File: src/rtl/bpf_pkg.sv
// Shared types and constants for the BPF filter-core control blocks.
//   state_t        : PC controller sequencing states
//   INSN_CNT_WIDTH : width of the per-packet fetched-instruction counter
//   RESULT_WIDTH   : width of the accept length handed to the forwarder
package bpf_pkg;

    typedef enum logic [1:0] {
        IDLE   = 2'd0,
        RUN    = 2'd1,
        FLUSH  = 2'd2,
        REPORT = 2'd3
    } state_t;

    localparam int INSN_CNT_WIDTH = 16;
    localparam int RESULT_WIDTH   = 32;

endpackage

File: src/rtl/bpf_pc_ctrl.sv
// Program-counter and run-sequencing controller for the pipelined BPF core.
// Takes ownership of a ready packet, drives the instruction address, applies
// fetch-advance and mispredict redirects, and on RET or watchdog expiry
// flushes the pipeline and presents the accept length to the forwarder.
//
// state  | meaning
// -------+---------------------------------------------------------------
// IDLE   | waiting for a packet; PC parked at 0, ack is combinational
// RUN    | core enabled; PC follows advance/redirect, watchdog counting
// FLUSH  | one-cycle pipeline clear after RET or watchdog hit
// REPORT | result_vld held with stable data until result_rdy
//
// Ports:
//   clk, rst                      clock, synchronous active-high reset
//   pkt_vld / pkt_ack             packet handoff from the packet buffer
//   PC_en                         fetch advance strobe
//   branch_mispredict/_target     execute-stage redirect
//   ret_vld / ret_val             RET retired with accept length
//   inst_addr                     current PC to instruction memory
//   running                       core enable
//   flush                         one-cycle pipeline clear
//   result_vld/_len/_timeout/_rdy result handshake to the forwarder
module bpf_pc_ctrl
    import bpf_pkg::*;
#(
    parameter int CODE_ADDR_WIDTH = 10,
    parameter int MAX_INSNS       = 1023
) (
    input  logic                       clk,
    input  logic                       rst,
    input  logic                       pkt_vld,
    output logic                       pkt_ack,
    input  logic                       PC_en,
    input  logic                       branch_mispredict,
    input  logic [CODE_ADDR_WIDTH-1:0] branch_target,
    input  logic                       ret_vld,
    input  logic [RESULT_WIDTH-1:0]    ret_val,
    output logic [CODE_ADDR_WIDTH-1:0] inst_addr,
    output logic                       running,
    output logic                       flush,
    output logic                       result_vld,
    output logic [RESULT_WIDTH-1:0]    result_len,
    output logic                       result_timeout,
    input  logic                       result_rdy
);

    state_t                      state, state_nxt;
    logic [CODE_ADDR_WIDTH-1:0]  pc;
    logic [INSN_CNT_WIDTH-1:0]   insn_cnt;
    logic [RESULT_WIDTH-1:0]     res_len;
    logic                        res_timeout;
    logic                        ret_take;
    logic                        wd_hit;

    always_ff @(posedge clk) begin
        if (rst) state <= IDLE;
        else     state <= state_nxt;
    end

    always_comb begin
        state_nxt  = state;
        pkt_ack    = 1'b0;
        running    = 1'b0;
        flush      = 1'b0;
        result_vld = 1'b0;
        ret_take   = 1'b0;
        wd_hit     = 1'b0;
        case (state)
            IDLE: begin
                if (pkt_vld) begin
                    pkt_ack   = 1'b1;
                    state_nxt = RUN;
                end
            end
            RUN: begin
                running  = 1'b1;
                ret_take = ret_vld;
                // RET wins over a watchdog hit in the same cycle
                wd_hit   = !ret_vld && (insn_cnt == INSN_CNT_WIDTH'(MAX_INSNS));
                if (ret_take || wd_hit) state_nxt = FLUSH;
            end
            FLUSH: begin
                flush     = 1'b1;
                state_nxt = REPORT;
            end
            REPORT: begin
                result_vld = 1'b1;
                if (result_rdy) state_nxt = IDLE;
            end
            default: state_nxt = IDLE;
        endcase
        // a packet seen during reset must not be acked; reset discards it
        if (rst) pkt_ack = 1'b0;
    end

    always_ff @(posedge clk) begin
        if (rst) begin
            pc          <= '0;
            insn_cnt    <= '0;
            res_len     <= '0;
            res_timeout <= 1'b0;
        end else begin
            case (state)
                IDLE: begin
                    pc <= '0;
                    if (pkt_vld) insn_cnt <= '0;
                end
                RUN: begin
                    if (ret_take) begin
                        pc          <= '0;
                        res_len     <= ret_val;
                        res_timeout <= 1'b0;
                    end else if (wd_hit) begin
                        pc          <= '0;
                        res_len     <= '0;
                        res_timeout <= 1'b1;
                    end else begin
                        if (branch_mispredict) pc <= branch_target;
                        else if (PC_en)        pc <= pc + CODE_ADDR_WIDTH'(1);
                        // redirected fetches are not counted against the watchdog
                        if (PC_en && !branch_mispredict)
                            insn_cnt <= insn_cnt + INSN_CNT_WIDTH'(1);
                    end
                end
                default: ;
            endcase
        end
    end

    assign inst_addr      = pc;
    assign result_len     = res_len;
    assign result_timeout = res_timeout;

endmodule

File: config.mk
export PLATFORM = sky130hd
export DESIGN_NAME = bpf_pc_ctrl
export DESIGN_NICKNAME = d
export VERILOG_FILES = /design/src/rtl/bpf_pkg.sv /design/src/rtl/bpf_pc_ctrl.sv
export SDC_FILE = /design/constraint.sdc
export NUM_CORES = 1
export LEC_CHECK = 0
export CORE_ASPECT_RATIO = 0.5
export CORE_MARGIN = 2
export CORE_UTILIZATION = 39
export CTS_BUF_LIST = sky130_fd_sc_hd__clkbuf_16
export DETAILED_ROUTE_END_ITERATION = 6
export DONT_BUFFER_PORTS = 1
export PLACE_DENSITY = 0.51
export RECOVER_POWER = 25
export SLEW_MARGIN = 20
export SYNTH_ARGS = -nofsm -noshare
export SYNTH_HDL_FRONTEND = slang
export SYNTH_SLANG_ARGS = --single-unit
File: constraint.sdc
create_clock -name clk -period 2 [get_ports clk]
set_clock_uncertainty 0.1 [all_clocks]
set_input_delay 0.3 -clock clk [delete_from_list [all_inputs] [get_ports clk]]
set_output_delay 0.3 -clock clk [all_outputs]
set_load 0.05 [all_outputs]
-- Word level (Yosys, flattened, before mapping)
Cells that the tools add are included.
- $add $sub $neg: 2
- equal/unequal tests: 11
- mux-type cells: 26
- reduce and logical (&&, ||, !) cells: 12
- operators with widths (operator ; number):
    $mux W16 ; 4
    $mux W32 ; 2
    $mux W10 ; 4
    $pmux W16 S2 ; 1
    $pmux W10 S2 ; 1
    $add A16 B1 Y16 const B ; 1
    $eq A16 B10 Y1 const B ; 1
    $ne A2 B2 Y1 const B ; 6
    $add A10 B1 Y10 const B ; 1
    $mux W1 ; 10
    $pmux W2 S4 ; 1
    $mux W2 ; 3
    $ne A5 B5 Y1 const B ; 1
    $reduce_and A5 Y1 ; 1
    $eq A2 B2 Y1 const B ; 2
    $reduce_and A2 Y1 ; 2
    $reduce_bool A2 Y1 ; 2
    $reduce_and A3 Y1 ; 1
    $eq A2 B1 Y1 const B ; 1
    $logic_and A1 B1 Y1 ; 2
    $logic_not A1 Y1 ; 2
    $logic_not A2 Y1 ; 1
    $logic_or A1 B1 Y1 ; 1
- register bits after elaboration: 61
- output and inout port bits: 47
- word-level logic and storage cells: 56

-- Longest topological paths before layout
- depth in word-level cells: 6
- gate-level depth with buffers: 8
- depth with buffers taken out: 6

-- Least setup slack after synthesis
OpenSTA, ideal clock, no wires.
- kind: reg-to-reg
- from: register state[1]
- to: register insn_cnt[2]
- setup time: 0.087 ns
- arrival time: 2.266 ns
- data required time: 1.813 ns
- path slack: -0.452 ns
- cell stages (with the launch flop): 8
- path buffers: 1
- cells stage by stage: dfxtp_1 inv_1 ha_1 or4b_2 nor4_1 buf_2 a211oi_1 a211oi_1
- longest elaborated chain between the ends: 4
- elaborated cells between the ends (all ways): 11
- ends and longest elaborated chain (element ; line ; source):
    start: declaration ; bpf_pc_ctrl.sv:47 ; state_t state, state_nxt;
    start signal: assignment ; bpf_pc_ctrl.sv:57 ; else state <= state_nxt;
    $eq A2 B1 Y1 ; bpf_pc_ctrl.sv:68, bpf_pc_ctrl.sv:103 ;
    $mux W1 ; bpf_pc_ctrl.sv:68 ; case (state)
    $ne A2 B2 Y1 (no source line) ; - ;
    $reduce_and A5 Y1 (no source line) ; - ;
    end signal: assignment ; bpf_pc_ctrl.sv:122 ; insn_cnt <= insn_cnt + INSN_CNT_WIDTH'(1);
    end: declaration ; bpf_pc_ctrl.sv:49 ; logic [INSN_CNT_WIDTH-1:0] insn_cnt;
Several ways; a longest one is shown, not always the timed one.
A chain may end at the register's enable or synchronous reset.

-- Final worst setup path
- from: register insn_cnt[11]
- to: register state[0]
- longest elaborated chain between the ends: 5
- ends and longest elaborated chain (element ; line ; source):
    $eq A16 B10 Y1 ; bpf_pc_ctrl.sv:79 ; wd_hit = !ret_vld && (insn_cnt == INSN_CNT_WIDTH'(MAX_INSNS));
    $logic_and A1 B1 Y1 ; bpf_pc_ctrl.sv:79 ;
    $logic_or A1 B1 Y1 ; bpf_pc_ctrl.sv:80 ; if (ret_take || wd_hit) state_nxt = FLUSH;
    $ne A2 B2 Y1 (no source line) ; - ;
    $reduce_and A3 Y1 (no source line) ; - ;
No other way between the ends.

==> results.toml <==
[clock_network]
clock_latency_ns = 0.33
cts_tree = "built"
htreeDepth = 3
cts_buffers = 9
clock_path_buffers = 2
cts_root_buf = "clkbuf_16"
clk_pin_slew_ns = 0.05
cts_num_sinks = 61

[cells_and_area]
final_util = 0.5875
syn2layout_area_growth_pct = 44.53
drive_above_1_share = 0.2171
fin_area_mm2 = 0.003968
layoutNonFillerInstCount = 479
layout.cells.most_common = "dfxtp_1"
diodes = 0
layout.nets = 437
layout_common_cells = "dfxtp_1, buf_4, dlygate4sd3_1"

[outcome]
status = "complete, but fails checks"
failed_checks = "setup timing"

[floorplanning]
die_h_um = 63.33
ios = 96
rows = 21
die_x_um = 122.7
core_area_mm2 = 0.006753
die-area_mm2 = 0.007767
start_util = 0.4065

[global_routing]
grt_start_max_net_pins = 33
grt_overflow = 0
grt.total_usage = 0.2084
grt_antenna_before_repair = 0
grt_pass1_wl_um = 12470
grt_pass1_vias = 2545

[synthesis]
synth_edf_count = 0
yosysSeqAreaShare = 0.4448
syn_area_mm2 = 0.002745
yosysWarnings = 0
ys.flop_type = "dfxtp_1"
avgSynthCellArea_um2 = 9.243
synth-async-reset-ratio = 0
ys_ff_latch = 61
synth_cell_types = 45
synth_top_cell_by_area = "dfxtp_1"
syn-num-nets = 352
synth_top_cell_area_share = 0.4448
synthCells = 297
synth_area_leaders = "dfxtp_1, a22o_1, nand2_1"

[drt]
post_drt_wl_per_cell_um = 16.17
firstDrtPassIters = 4
post_drt_via_cell_ratio = 5.585
vias = 2675
wl_um = 7746
drt_iter0_drc = 133
ant_nets = 0
drc = 0

[placed_design]
gp_congestion = 0.7492
placed_area_mm2 = 0.003239
preCtsSetupSlack_ns = -0.08538
detailedPlacementHpwl_um = 5001
port_buffers = 0
place_inst = 425

[power]
p_seq_frac = 0.402
peakVddDrop_mv = 0.7983
leakage_uw = 0.001434
switching_share = 0.3613
comb_power_share = 0.249
powerDensity_mw_per_mm2 = 1102
p_int_uw = 2793
switching_power_uw = 1580
p_clk_frac = 0.349

[sta]
hold_viol_final = 0
period_minus_slack_ns = 2.084
worst_hold_slack_ns = 0.05720
max-slew-margin-rel = 0.4487
fin_ws_ns = -0.08357
period_share = 1.042
drv_slew = 0
rsz0062_at_grt = "true"
setup_violations = 14
max_freq_mhz = 479.9
tightest_slew_ns = 0.8269

[setup_path]
crit_path_start_kind = "flip-flop"
crit_fanout = 4
critical_path_class = "reg2reg"
cp_data_required_time_ns = 2.14
critPathArrivalTime_ns = 2.23
endpoint_kind = "flip-flop"

[flow_run]
cap_violations = 0

[hold_path]
hold_path_class = "in2reg"
==> logic make-up after synthesis <==
group,share of synthesized area
and+or+nand+nor,0.1869
muxes,0.03327
DFF,0.4448
AOI/OAI and AO/OA,0.2621
adders and majority gates,0.02735
buffers and inverters,0.04558
==> through the flow <==
stage | total power, uW | setup TNS [ns]
after floorplan | 2428 | -0.3468
after global placement | 2754 | -1.978
after detailed placement | 2761 | -2.300
after CTS | 4396 | -2.061
after global routing | 4609 | -3.199
final | 4373 | -0.3943
==> flip-flops by register name (all words and copies together) (netlist names) <==
signal and count:
result_len 32, insn_cnt 16, inst_addr 10, state 2
result_timeout 1
==> repair_timing <==
action / in CTS / in global routing
gates resized for setup: 8 / 10
hold buffers: 34 / 0
hold endpoints to repair: 35 / 0
setup endpoints to repair: 44 / 57
cloned: 1 / 0
setup buffers: 2 / 1
pin swaps: 2 / 2
==> worst paths after layout <==
check / startpoint / to / slack (ns) / cells past startpoint
min: rst / insn_cnt[3] / 0.06 / 2
max reg2reg: insn_cnt[11] / state[0] / -0.08 / 4
min reg2reg: insn_cnt[15] / insn_cnt[15] / 0.40 / 2
max: insn_cnt[11] / state[0] / -0.08 / 4
==> synth_stat cells, types with 2 or more instances <==
cell type,count
clkbuf_1,10
or3_1,8
dfxtp_1,61
o22ai_1,2
nor2_1,7
o41ai_1,4
buf_1,2
mux2i_1,8
nor3_1,5
nand2_1,28
o21ai_0,6
a21oi_1,14
o221ai_1,6
nand3_1,16
nand4_1,5
and4_1,2
o211ai_1,4
or4_4,2
o31ai_1,9
a22o_1,32
or4_1,7
nor4_1,3
nand2b_1,3
ha_1,6
inv_1,19
o32ai_1,2
a211oi_1,8
==> worst max-delay path, cell delays in order, from the launching register on <==
cell and delay, ns:
dfxtp_2 0.32, or4_4 0.55, or4_4 0.48, a221o_1 0.35, a211oi_1 0.19
==> power groups by stage <==
| stage | clock network, uW | logic [uW] | registers [uW] |
|---|---|---|---|
| 6_report | 1530 | 1090 | 1760 |
| 5_1_grt | 1640 | 1190 | 1780 |
| 4_1_cts | 1560 | 1080 | 1750 |
| 3_5_place_dp | 0 | 987 | 1770 |
| 3_3_place_gp | 0 | 973 | 1780 |
| 2_1_floorplan | 0 | 630 | 1800 |
==> per-layer routing <==
| layer | global-route usage | wire length (um) | up-vias |
|---|---|---|---|
| met5 | 0 | 0 | - |
| met4 | 0.06897 | 70 | 0 |
| met3 | 0.09601 | 744 | 8 |
| met2 | 0.3229 | 3486 | 98 |
| met1 | 0.2564 | 3446 | 1250 |
| li1 | - | - | 1319 |
==> final cells by class <==
class	instances	area (um^2)
Multi-Input combinational cell	203	1516
Clock buffer	9	225.2
Tap cell	92	115.1
Timing Repair Buffer	87	739.5
Clock inverter	7	73.82
Fill cell	567	2785
Inverter	20	75.07
Sequential cell	61	1222
Power figures use the tool's default switching activity.
